`src/rtl/cache_pkg.sv`:
```
// Shared cache definitions: refill FSM state type and set/tag geometry.
package cache_pkg;

  localparam int unsigned SET_BITS = 4;
  localparam int unsigned TAG_BITS = 26;

  typedef enum logic [2:0] {
    ST_IDLE,
    ST_RD_REQ,
    ST_RD_WAIT,
    ST_FILL,
    ST_WR_REQ
  } refill_state_t;

  // States in which a memory transaction is outstanding and the watchdog runs.
  function automatic logic is_mem_state(input refill_state_t s);
    return (s == ST_RD_REQ) || (s == ST_RD_WAIT) || (s == ST_WR_REQ);
  endfunction

endpackage

```
`src/rtl/cache_refill_ctrl_timer.sv`:
```
// Saturating watchdog counter for the refill controller.
module refill_timer #(
  parameter int unsigned LIMIT = 255
) (
  input  logic clk,
  input  logic rst,
  input  logic clear,
  input  logic enable,
  output logic expired
);

  localparam int unsigned W = $clog2(LIMIT + 1);
  localparam logic [W-1:0] LAST = W'(LIMIT);

  logic [W-1:0] count;

  // Count cycles while enabled, restart on clear, hold once the limit is hit.
  always_ff @(posedge clk or posedge rst) begin
    if (rst) begin
      count <= '0;
    end else if (clear) begin
      count <= '0;
    end else if (enable && (count != LAST)) begin
      count <= count + 1'b1;
    end
  end

  assign expired = (count == LAST);

endmodule

```
`src/rtl/cache_refill_ctrl.sv`:
```
// Read-miss refill and write-through controller between the data cache and memory.
module cache_refill_ctrl
  import cache_pkg::*;
#(
  parameter int unsigned DATA_WIDTH     = 32,
  parameter int unsigned ADDR_WIDTH     = 32,
  parameter int unsigned TIMEOUT_CYCLES = 255
) (
  input  logic                  clk_i,
  input  logic                  rst_i,
  input  logic                  req_valid_i,
  input  logic                  req_we_i,
  input  logic [ADDR_WIDTH-1:0] req_addr_i,
  input  logic [DATA_WIDTH-1:0] req_wdata_i,
  input  logic                  hit_i,
  output logic                  stall_o,
  output logic                  resp_valid_o,
  output logic [DATA_WIDTH-1:0] resp_rdata_o,
  output logic                  fill_we_o,
  output logic [ADDR_WIDTH-1:0] fill_addr_o,
  output logic [DATA_WIDTH-1:0] fill_data_o,
  output logic                  mem_req_o,
  output logic                  mem_we_o,
  output logic [ADDR_WIDTH-1:0] mem_addr_o,
  output logic [DATA_WIDTH-1:0] mem_wdata_o,
  input  logic                  mem_gnt_i,
  input  logic                  mem_rvalid_i,
  input  logic [DATA_WIDTH-1:0] mem_rdata_i,
  output logic                  timeout_o
);

  refill_state_t         state;
  refill_state_t         next_state;
  logic [ADDR_WIDTH-1:0] addr_q;
  logic [DATA_WIDTH-1:0] data_q;
  logic                  timeout_q;
  logic                  expired;
  logic                  abort;

  refill_timer #(
    .LIMIT(TIMEOUT_CYCLES)
  ) u_timer (
    .clk    (clk_i),
    .rst    (rst_i),
    .clear  (next_state != state),
    .enable (is_mem_state(state)),
    .expired(expired)
  );

  // State register.
  always_ff @(posedge clk_i or posedge rst_i) begin
    if (rst_i) begin
      state <= ST_IDLE;
    end else begin
      state <= next_state;
    end
  end

  // Latch the request address/data in IDLE and the returned read word.
  always_ff @(posedge clk_i or posedge rst_i) begin
    if (rst_i) begin
      addr_q <= '0;
      data_q <= '0;
    end else begin
      case (state)
        ST_IDLE: begin
          if (req_valid_i && req_we_i) begin
            addr_q <= req_addr_i;
            data_q <= req_wdata_i;
          end else if (req_valid_i && !hit_i) begin
            addr_q <= req_addr_i;
          end
        end
        ST_RD_REQ: if (mem_gnt_i && mem_rvalid_i) data_q <= mem_rdata_i;
        ST_RD_WAIT: if (mem_rvalid_i) data_q <= mem_rdata_i;
        default: ;
      endcase
    end
  end

  // Sticky watchdog error flag.
  always_ff @(posedge clk_i or posedge rst_i) begin
    if (rst_i) begin
      timeout_q <= 1'b0;
    end else if (abort) begin
      timeout_q <= 1'b1;
    end
  end

  // Next-state logic; a memory handshake in the expiry cycle still completes.
  always_comb begin
    next_state = state;
    abort      = 1'b0;
    case (state)
      ST_IDLE: begin
        if (req_valid_i && req_we_i) begin
          next_state = ST_WR_REQ;
        end else if (req_valid_i && !hit_i) begin
          next_state = ST_RD_REQ;
        end
      end
      ST_RD_REQ: begin
        if (mem_gnt_i && mem_rvalid_i) begin
          next_state = ST_FILL;
        end else if (mem_gnt_i) begin
          next_state = ST_RD_WAIT;
        end else if (expired) begin
          next_state = ST_IDLE;
          abort      = 1'b1;
        end
      end
      ST_RD_WAIT: begin
        if (mem_rvalid_i) begin
          next_state = ST_FILL;
        end else if (expired) begin
          next_state = ST_IDLE;
          abort      = 1'b1;
        end
      end
      ST_FILL: next_state = ST_IDLE;
      ST_WR_REQ: begin
        if (mem_gnt_i) begin
          next_state = ST_IDLE;
        end else if (expired) begin
          next_state = ST_IDLE;
          abort      = 1'b1;
        end
      end
      default: next_state = ST_IDLE;
    endcase
  end

  // Output decode; memory-side outputs depend on state and latched values only.
  always_comb begin
    stall_o      = 1'b0;
    resp_valid_o = 1'b0;
    resp_rdata_o = '0;
    fill_we_o    = 1'b0;
    fill_addr_o  = '0;
    fill_data_o  = '0;
    mem_req_o    = 1'b0;
    mem_we_o     = 1'b0;
    mem_addr_o   = '0;
    mem_wdata_o  = '0;
    case (state)
      ST_IDLE: stall_o = req_valid_i & (req_we_i | ~hit_i);
      ST_RD_REQ: begin
        stall_o      = 1'b1;
        mem_req_o    = 1'b1;
        mem_addr_o   = addr_q;
        resp_valid_o = abort;
      end
      ST_RD_WAIT: begin
        stall_o      = 1'b1;
        resp_valid_o = abort;
      end
      ST_FILL: begin
        fill_we_o    = 1'b1;
        fill_addr_o  = addr_q;
        fill_data_o  = data_q;
        resp_valid_o = 1'b1;
        resp_rdata_o = data_q;
      end
      ST_WR_REQ: begin
        stall_o     = 1'b1;
        mem_req_o   = 1'b1;
        mem_we_o    = 1'b1;
        mem_addr_o  = addr_q;
        mem_wdata_o = data_q;
      end
      default: ;
    endcase
  end

  assign timeout_o = timeout_q;

endmodule

```
`config.mk`:
```
export PLATFORM = sky130hd
export DESIGN_NAME = cache_refill_ctrl
export DESIGN_NICKNAME = d
export VERILOG_FILES = /design/src/rtl/cache_pkg.sv /design/src/rtl/cache_refill_ctrl_timer.sv /design/src/rtl/cache_refill_ctrl.sv
export SDC_FILE = /design/constraint.sdc
export NUM_CORES = 1
export LEC_CHECK = 0
export BUFFER_PORTS_ARGS = -buffer_cell sky130_fd_sc_hd__buf_2
export CORE_UTILIZATION = 25
export DETAILED_ROUTE_END_ITERATION = 12
export GPL_TIMING_DRIVEN = 0
export PLACE_DENSITY = 0.48
export SYNTH_ARGS = -nofsm -noshare
export SYNTH_HDL_FRONTEND = slang
export SYNTH_HIERARCHICAL = 1
export SYNTH_SLANG_ARGS = --single-unit
export TNS_END_PERCENT = 1
```
`constraint.sdc`:
```
create_clock -name clk_i -period 4.39 [get_ports clk_i]
set_input_delay 0.6585 -clock clk_i [delete_from_list [all_inputs] [get_ports clk_i]]
set_output_delay 0.6585 -clock clk_i [all_outputs]
set_load 0.005 [all_outputs]
```
==> impl_results.md <==
- Status: finished, final reports clean
- Worst Setup End Kind: output port
- Setup TNS: 0 ns
- Final setup skew: a little over 0.004 ns
- Syn avg cell area: between 9 and 10 µm²
- Worst-Skew Late Latency: between 0.3 and 0.4 ns
- Final ANT Viol Nets: 0
- Overall die width: roughly 140 µm
- Hold Vio Cnt, Final: 0
- Post-layout net count: about 880
- Grt ovf: 0
- Ant diodes: 0
- Max Cap Viol: 0
- Relative max-transition margin: between 40 and 50%
- Final max-slew violation count: 0
- FF+latch count, synth: 76
- Mapped Cells: between 400 and 500
- Cell depth of the worst setup path: 8
- Worst Path Buf+Inv: 5
- Most common cell in the netlist: and2_1
- Vias per cell: between 4 and 5
- Worst-path cell chain: buf_4 > nand2_1 > nor2_1 > clkbuf_1 > clkbuf_1 > and2_1 > buf_4 > buf_2
- CTS tree: done
- Post-DP Area: about 6500 µm²
- Drc violations: 0
- Postcts setup bufs: 0
- Netlist cell types: 46
- Synth area leader: dfrtp_1
- Max Clk Rate: ~330 MHz
- Worst hold path type: in2async
- CTS hold repair buffers: 0
- Cell area after layout: around 7000 µm²
- Post-synth EDFFs: 0
- RSZ-0062 raised after global routing: no
- Minimum clock period: 3.00 ns
- Area contributors post-synth: dfrtp_1, and2_1, mux2_2
- Synthesized cell area: 4850 µm²
- Max stage delay cell, worst path: clkbuf_1
- CP Launch Type: register
- Post-CTS Resized: 0
- Core area: 18800 µm²
- Syn. warnings: 6
- Post-synth top area share: between 30 and 40%
- DPL Wire Length: about 12000 µm
- CP delay by family, top: buffers and inverters
- Worst EP arrival: about 2.3 ns
- Largest net degree at the start of global routing: between 40 and 50
- First-pass GRT wire length: ~23000 µm
- Required time worst endpoint: between 3 and 4 ns
- Slew @ Worst Pin: around 0.84 ns
- Power per cell area: a little over 600 nW/µm²
- Starting density of the core: 25.7%
- Final setup viols: 0
- Mapped Nets: about 600
- Root buf cell: clkbuf_16
- Asr flop ratio synth: 100%
- Placer Congestion: approximately 0.76
- Static leakage: roughly 3.7 nW
- Overall Global Routing Usage: 15.0%
- Floorplan row count: 50
- Share of cells above drive strength 1: about 52%
- Clk sinks: 76
- Max H-tree Level: 3
- Vias post-DR: ~4.4k
- Worst stage delay on the critical path: 0.48 ns
- Area Growth Syn to Fin: 40.6%
- List of most frequent post-synthesis cells: and2_1, dfrtp_1, nor2_1
- Die H: 141 µm
- Vias in the first global route: ~4.2k
- Crit path kind: reg2out
- Hold WS: between 0.2 and 0.3 ns
- Synth Flop Type: dfrtp_1
- Part of the cycle the worst path needs: around two thirds
- Die area: about 20000 µm²
- Clk slew on worst S/H paths: 0.06 ns
- IO Count: 269
- Maximum vdd drop: roughly 0.00021 V
- DR iter-0 viols: slightly above 200
- IO Port Bufs: around 270
- Num CTS Buffers: 9
- Drt pass-1 iters: 4
- Sequential area share after synthesis: between 30% and 40%
- Peak fanout along the critical path: 10
- Initial antenna violation count: 0
- Wire per inst: ~15 µm
- Max Root-Sink Buffers: 2
- WL final: between 15000 and 20000 µm
- Cells on worst reg2reg path: 6
==> layout by cell type, fill, tap and decap left out, drive strengths merged, types with 2 or more instances in the layout <==
cell type	n
a211oi	2
a21oi	41
a31oi	4
a41oi	2
and2	97
and3	34
buf	320
clkbuf	27
clkinv	3
clkinvlp	3
dfrtp	76
inv	4
mux2	34
mux2i	34
nand2	7
nand2b	2
nand3	3
nand4	3
nor2	45
nor2b	5
nor3	5
nor3b	2
nor4b	2
o21ai	6
xnor2	2
==> metal layers <==
metal	vias up	part of all wire [%]	global-route usage, %
met5	-	0	0
met3	10	3.2	2.28
li1	2194	-	-
met1	2108	45	18.9
met4	0	1.4	5.84
met2	114	50	25.7
==> final timing paths <==
check,slack [ns],end,from
min in group clk_i,0.47,timeout_o,timeout_o
max in group asynchronous,3.53,data_q[3],rst_i
max reg2reg,1.84,u_timer/count[3],state[2]
min,0.30,u_timer/count[6],rst_i
max,1.39,resp_rdata_o[0],state[0]
min reg2reg,0.47,timeout_o,timeout_o
==> worst reg2reg max path, delay by kind of cell, from the launching register on <==
family          cells  cell delay (ns)
simple gates        1             0.19
flops               1             0.46
mux                 1             0.34
compound gates      2             0.91
buf+inv             2             0.54
==> logic make-up after synthesis <==
logic type               share of synthesized area, %
AO/OA/AOI/OAI                                    9.71
XOR/XNOR                                        0.361
adder cells (fa/ha/maj)                         0.258
buffers and inverters                            10.4
flip-flops                                       39.2
multiplexers                                     15.0
AND/OR/NAND/NOR                                  25.0
==> power by group <==
group	leakage [nW]	internal, mW	switching, mW	total, mW
Combinational	2.68	1.06	1.13	2.19
Sequential	0.890	1.02	0.214	1.24
Clock	0.124	0.382	0.308	0.690
Total	3.69	2.47	1.65	4.12
==> sequential cells by signal, summed over array words and instances (netlist names) <==
name           flops
state              3
addr_q            32
timeout_o          1
data_q            32
u_timer/count      8
==> area by class of cell <==
class / count / area, µm²
Clock inverter: 6 / 41.3
Sequential cell: 76 / 1900
Clock buffer: 10 / 229
Tap cell: 260 / 325
Fill cell: 1980 / 12000
Buffer: 69 / 490
Multi-Input combinational cell: 343 / 2440
Timing Repair Buffer: 269 / 1370
Inverter: 4 / 17.5
==> stage by stage <==
stage | worst slack, ns | utilization (%) | total power [mW] | cells
floorplan | 2.02 | - | 2.69 | 492
global placement | 0.821 | 34.6 | 3.46 | 1020
detailed placement | 1.67 | 34.8 | 3.48 | 1021
CTS | 1.29 | 36.2 | 4.20 | 1037
global route | 1.16 | 36.2 | 4.44 | 1037
finish | 1.39 | 36.2 | 4.12 | 1037
Power figures use the tool's default switching activity.
